--- config.mk ---
export PLATFORM = sky130hd
export DESIGN_NAME = regfile_writeback
export DESIGN_NICKNAME = d
export VERILOG_FILES = /design/src/rtl/regfile_writeback.sv
export SDC_FILE = /design/constraint.sdc
export NUM_CORES = 1
export LEC_CHECK = 0
export CORE_UTILIZATION = 45
export CTS_BUF_LIST = sky130_fd_sc_hd__clkbuf_16
export DETAILED_ROUTE_END_ITERATION = 10
export DONT_BUFFER_PORTS = 1
export HOLD_SLACK_MARGIN = 0.08
export MAX_ROUTING_LAYER = met4
export PLACE_DENSITY = 0.64
export SLEW_MARGIN = 20
export SYNTH_ARGS = -nofsm -noshare
export SYNTH_HDL_FRONTEND = slang
export SYNTH_SLANG_ARGS = --single-unit
--- constraint.sdc ---
create_clock -name clk_i -period 2.6 [get_ports clk_i]
set_input_delay 0.26 -clock clk_i [delete_from_list [all_inputs] [get_ports clk_i]]
set_output_delay 0.26 -clock clk_i [all_outputs]
set_load 0.05 [all_outputs]
--- src/rtl/regfile_writeback.sv ---
`default_nettype none
// ----------------------------------------------------------------------------
// regfile_writeback : single regfile write port arbitrating ALU results over a
//                     2-entry in-order load queue, plus the conditional bit.
// Revision 1.0
// ----------------------------------------------------------------------------
module regfile_writeback (
  input  logic       clk_i,
  input  logic       reset_n_i,
  input  logic       alu_valid_i,
  input  logic [2:0] alu_addr_i,
  input  logic [7:0] alu_data_i,
  input  logic       alu_cb_valid_i,
  input  logic       alu_cb_i,
  input  logic       mem_valid_i,
  output logic       mem_ready_o,
  input  logic [2:0] mem_addr_i,
  input  logic [7:0] mem_data_i,
  output logic       write_o,
  output logic [2:0] write_addr_o,
  output logic [7:0] write_data_o,
  output logic       write_CB_o,
  output logic       cb_data_o,
  output logic [7:0] busy_o
);

  localparam int DEPTH = 2;

  // Queue storage; index 0 is the head. Unoccupied slots always have live=0.
  logic [1:0]       count_q, count_d;
  logic [DEPTH-1:0] live_q, live_d;
  logic [2:0]       addr_q [DEPTH];
  logic [2:0]       addr_d [DEPTH];
  logic [7:0]       data_q [DEPTH];
  logic [7:0]       data_d [DEPTH];

  logic       write_q, write_d;
  logic [2:0] write_addr_q, write_addr_d;
  logic [7:0] write_data_q, write_data_d;
  logic       write_cb_q, write_cb_d;
  logic       cb_data_q, cb_data_d;

  logic             push, pop, pop_live;
  logic [DEPTH-1:0] live_cancel;
  logic [1:0]       count_after_pop;
  logic             push_idx;
  logic [7:0]       busy;

  assign mem_ready_o = (count_q < 2'd2);
  assign push        = mem_valid_i && mem_ready_o;
  assign pop         = !alu_valid_i && (count_q != 2'd0);
  assign pop_live    = pop && live_q[0];

  // Kill older loads to the ALU target so they cannot overwrite the newer value.
  always_comb begin
    live_cancel = live_q;
    for (int i = 0; i < DEPTH; i++) begin
      if (alu_valid_i && live_q[i] && (addr_q[i] == alu_addr_i)) begin
        live_cancel[i] = 1'b0;
      end
    end
  end

  always_comb begin
    live_d          = live_cancel;
    addr_d          = addr_q;
    data_d          = data_q;
    count_after_pop = count_q - {1'b0, pop};
    push_idx        = count_after_pop[0];

    if (pop) begin
      live_d[0] = live_cancel[1];
      addr_d[0] = addr_q[1];
      data_d[0] = data_q[1];
      live_d[1] = 1'b0;
    end

    // A push only happens with count<2, so the post-pop slot index is 0 or 1.
    if (push) begin
      live_d[push_idx] = 1'b1;
      addr_d[push_idx] = mem_addr_i;
      data_d[push_idx] = mem_data_i;
    end

    count_d = count_after_pop + {1'b0, push};
  end

  always_comb begin
    write_d      = 1'b0;
    write_addr_d = write_addr_q;
    write_data_d = write_data_q;
    if (alu_valid_i) begin
      write_d      = 1'b1;
      write_addr_d = alu_addr_i;
      write_data_d = alu_data_i;
    end else if (pop_live) begin
      write_d      = 1'b1;
      write_addr_d = addr_q[0];
      write_data_d = data_q[0];
    end

    write_cb_d = alu_cb_valid_i;
    cb_data_d  = alu_cb_valid_i ? alu_cb_i : cb_data_q;
  end

  always_comb begin
    busy = 8'h00;
    for (int i = 0; i < DEPTH; i++) begin
      if (live_q[i]) begin
        busy = busy | (8'h01 << addr_q[i]);
      end
    end
  end

  always_ff @(posedge clk_i or negedge reset_n_i) begin
    if (!reset_n_i) begin
      count_q      <= 2'd0;
      live_q       <= '0;
      for (int i = 0; i < DEPTH; i++) begin
        addr_q[i] <= 3'd0;
        data_q[i] <= 8'd0;
      end
      write_q      <= 1'b0;
      write_addr_q <= 3'd0;
      write_data_q <= 8'd0;
      write_cb_q   <= 1'b0;
      cb_data_q    <= 1'b0;
    end else begin
      count_q      <= count_d;
      live_q       <= live_d;
      for (int i = 0; i < DEPTH; i++) begin
        addr_q[i] <= addr_d[i];
        data_q[i] <= data_d[i];
      end
      write_q      <= write_d;
      write_addr_q <= write_addr_d;
      write_data_q <= write_data_d;
      write_cb_q   <= write_cb_d;
      cb_data_q    <= cb_data_d;
    end
  end

  assign write_o      = write_q;
  assign write_addr_o = write_addr_q;
  assign write_data_o = write_data_q;
  assign write_CB_o   = write_cb_q;
  assign cb_data_o    = cb_data_q;
  assign busy_o       = busy;

endmodule
`default_nettype wire

# Yosys cells after proc, flatten, opt, wreduce, memory -nomap -nowiden
# Index checks and enable logic that the tools add are counted.
# classes
addsub,2
n_lt_le_gt_ge,5
eq_ne,2
shift,2
muxes,24
bitwise,3
reduce_logical,12
# op_table
cell,n
$mux 8,6
$bwmux 16,1
$mux 16,1
$shl 1x3->8 const A,2
$mux 3,4
$logic_and 1x1->1,9
$demux 8 s1,1
$or 8x8->8,1
$bwmux 6,1
$eq 3x3->1,2
$mux 6,1
$mux 1,5
$mux 2,2
$reduce_bool 2->1,2
$demux 3 s1,1
$add 2x1->2,1
$ge 2x2->1 const B,1
$lt 1x2->1 const B,1
$lt 2x1->1 const B,1
$lt 2x2->1 const B,1
$not 1->2,1
$or 2x2->2,1
$sub 2x1->2,1
$demux 1 s1,1
other kinds (2),2
# totals
ff_bits,40
input_bits,28
output_inout_bits,23
word_cells,61

# Longest topological paths before layout
# logic_depth
ltp_word,10
depth_mapped,8
depth_no_buf,7

# Worst setup path before layout
# OpenSTA, ideal clock, no wires.
# synth_path
path_type,flip-flop to flip-flop
startpoint,reg count_q[1]
endpoint,reg with a tool-made name
setup_time_ns,0.125
t_arrival_ns,1.965
required_ns,2.475
slack_ns,0.511
stages_incl_launch_ff,9
path_buffers,2
period_less_slack_ns,2.089
path_cell_list,dfrtp_1 o21bai_2 inv_2 buf_4 ha_1 inv_1 ha_1 buf_2 mux2_2
# synth_lines
element,line_no,text
from (decl),30,"logic [1:0] count_q, count_d;"
from (signal assigned),129,count_q <= count_d;

==> summary.md <==
| Metric | Value |
|---|---|
| Status | `finished clean` |
| Startpoint Class | `flip-flop` |
| Crit end category | `flip-flop` |
| Measured slew at the worst slew-check pin | `898.1 ps` |
| Max Root-Sink Buffers | `2` |
| Post-synthesis mux area share | `8.273%` |
| Total wire length | `4085 microns` |
| Async set or reset register ratio after synthesis | `100.0%` |
| Post-Syn Nets | `204` |
| DR vias/cell | `6.035` |
| Final setup fails | `0` |
| Sequential area share after synthesis | `52.53%` |
| Area growth, synth to finish | `13.46%` |
| Post_cts resized | `0` |
| CTS H-tree lvls | `2` |
| Hold WC Path Type | `primary input to flip-flop` |
| Clock Latency Late Sink | `280 ps` |
| Remaining Overflow, GRT | `0` |
| EDFF count, synth | `0` |
| Leak Pwr | `0.9244 nW` |
| GRT Util Overall | `20.97%` |
| Ys Warns | `0` |
| Die Height | `67.08 microns` |
| Clock group share of total power | `18.2%` |
| Adder-cell share of the synthesized area | `1.313%` |
| Critical path arrival | `2430 ps` |
| Synth Area in XOR/XNOR | `3.677%` |
| Worst EP required | `2760 ps` |
| DRT antenna net count | `0` |
| Worst vdd ir | `574.6 uV` |
| Max-slew violation count | `0` |
| Cell Pwr Density | `1445 nW/um^2` |
| DRT iter0 DRCs | `94` |
| Die ar. | `4499 sq um` |
| Worst-path maximum fanout | `14` |
| Comb pwr share | `35.6%` |
| Max-cap viol count | `0` |
| Setup TNS | `0 ps` |
| Reg2Reg Depth | `6` |
| Hold depth | `2` |
| Post-Synthesis Cells | `174` |
| N_diodes | `0` |
| Fin nets | `210` |
| Layout cells sized above 1 | `19.44%` |
| Normalized max-slew margin | `40.27%` |
| CTS tree | `yes` |
| HPWL Detailed | `2934 microns` |
| Num CTS Buffers | `5` |
| Antenna violations before repair | `0` |
| DP Cell Count | `220` |
| Pin count of the biggest net entering global routing | `41` |
| IO Pins | `51` |
| Area of placed instances | `1988 sq um` |
| F_max | `440.0 MHz` |
| Distinct cells, synth | `33` |
| Post-synthesis cell area | `1906 sq um` |
| Syn avg cell area | `10.95 sq um` |
| Sequential share of power | `46.2%` |
| R2R setup slack | `330 ps` |
| Switching share of power | `44.79%` |
| RSZ-0062 raised after global routing | `no` |
| Wire length of the first global-routing pass | `6575 microns` |
| Chip Width | `67.08 microns` |
| Pwr Total | `0.003125 W` |
| Most frequent cells in the layout | `40 x dfrtp_1, 16 x nand2_1, 13 x mux2_2, 12 x a21oi_1, 12 x nor3_1` |
| Critical path type | `flip-flop to flip-flop` |
| Routed wire per std cell | `17.76 microns` |
| Synth Area in Compound Gates | `16.87%` |
| Period minus WS final | `2273 ps` |
| CTS root buf | `clkbuf_16` |
| Remaining DRCs | `0` |
| Ys flop type | `dfrtp_1` |
| Final period utilization | `87.41%` |
| Clock skew | `3.128 ps` |
| Initial core utilization | `47.30%` |
| CORE AREA | `4029 sq um` |
| CTS clk-pin slew, worst paths | `50 ps` |
| GP Congestion | `0.7481` |
| FF-to-FF Start | `count_q[1]` |
| Final Cell Area | `2162 sq um` |
| Port Buffers | `0` |
| Vias post-DR | `1,388` |
| Vias in the first global route | `1,340` |
| 1st-pass router iterations | `4` |
| Most common cell after layout, fill and taps aside | `dfrtp_1` |
| Pint | `0.001725 W` |
| Psw | `0.001400 W` |
| Sink Count | `40` |
| Final std cells w/o fill | `230` |
| Combinational family with the most area after synthesis | `compound AO/OA/AOI/OAI gates` |
| Final Hold Fails | `0` |
| Crit path launch | `count_q[1]` |
| Rows | `23` |
| Register bit total from synthesis | `40` |
| Post-Synth Simple-Gate Area | `13.39%` |
==> per-layer routing <==
metal / vias to the layer above / routed length [microns] / GRT usage (%)
li1: 633 / - / -
met1: 693 / 1727 / 26.27
met2: 54 / 1894 / 30.25
met3: 8 / 375 / 7.192
met4: 0 / 88 / 9.574
met5: - / 0 / -
==> stage by stage <==
stage               utilization [%]  worst slack (ps)  hold slack [ps]
floorplan                         -             510.6           -35.59
global placement              49.35             438.4           -34.41
detailed placement            49.35             361.9           -34.81
CTS                           53.66             310.2            91.66
global route                  53.66             221.2            101.5
finish                        53.66             327.3            94.28
==> worst min-delay path by stage <==
stage | from | endpoint | slack (ps)
5_1_grt | alu_valid_i | write_o | 100
4_1_cts | alu_valid_i | write_o | 90
2_1_floorplan | reset_n_i | async pin | -40
3_5_place_dp | reset_n_i | write_data_o[6] | -30
6_report | alu_valid_i | write_o | 90
3_3_place_gp | reset_n_i | write_addr_o[0] | -30
==> final cells by class <==
class	count	area [sq um]
fillers	373	1867
well taps	50	62.56
flip-flops and latches	40	1001
repair buffers	10	92.59
inverters	6	22.52
clock buffers	5	125.1
clock inverters	2	8.758
multi-input cells	117	849.6
==> what timing repair did <==
| item | 4_1_cts | 5_1_grt |
|---|---|---|
| endpoints found under the hold margin | 41 | 0 |
| hold buffers | 3 | 0 |
| buffers inserted | 0 | 0 |
==> synthesized netlist by cell type (all sizes together) (6+ instances only) <==
master	count	area share, %
a21oi	12	3.2
a221o	6	3.2
a2bb2oi	11	5.1
and2	6	2.0
buf	7	2.0
dfrtp	40	53
inv	6	1.2
mux2	14	8.3
nand2	16	3.2
nand2b	6	2.0
nor2	6	1.7
nor3	12	3.2
==> power groups by stage <==
stage	clock network (W)	registers (W)	logic, W
after global routing	0.000605	0.00148	0.00122
after floorplan	0	0.00130	0.000977
after CTS	0.000577	0.00144	0.00112
after detailed placement	0	0.00145	0.00110
after global placement	0	0.00143	0.00106
final	0.000570	0.00144	0.00111
==> logic make-up (layout without fill, tap and decap cells) <==
group | count (synthesis) | in the layout
AOI/OAI and AO/OA | 43 | 43
xor gates and xnor gates | 8 | 8
adders and majority gates | 2 | 2
buffers and inverters | 17 | 23
DFF | 40 | 40
muxes | 14 | 14
and+or+nand+nor | 50 | 50
==> critical path, stage by stage (launching register included) <==
cell and delay, ps:
dfrtp_1 470, o21bai_2 200, inv_2 140, ha_1 340
inv_1 90, ha_1 500, mux2_2 400
Note: power is estimated with default switching activity, not from simulation.
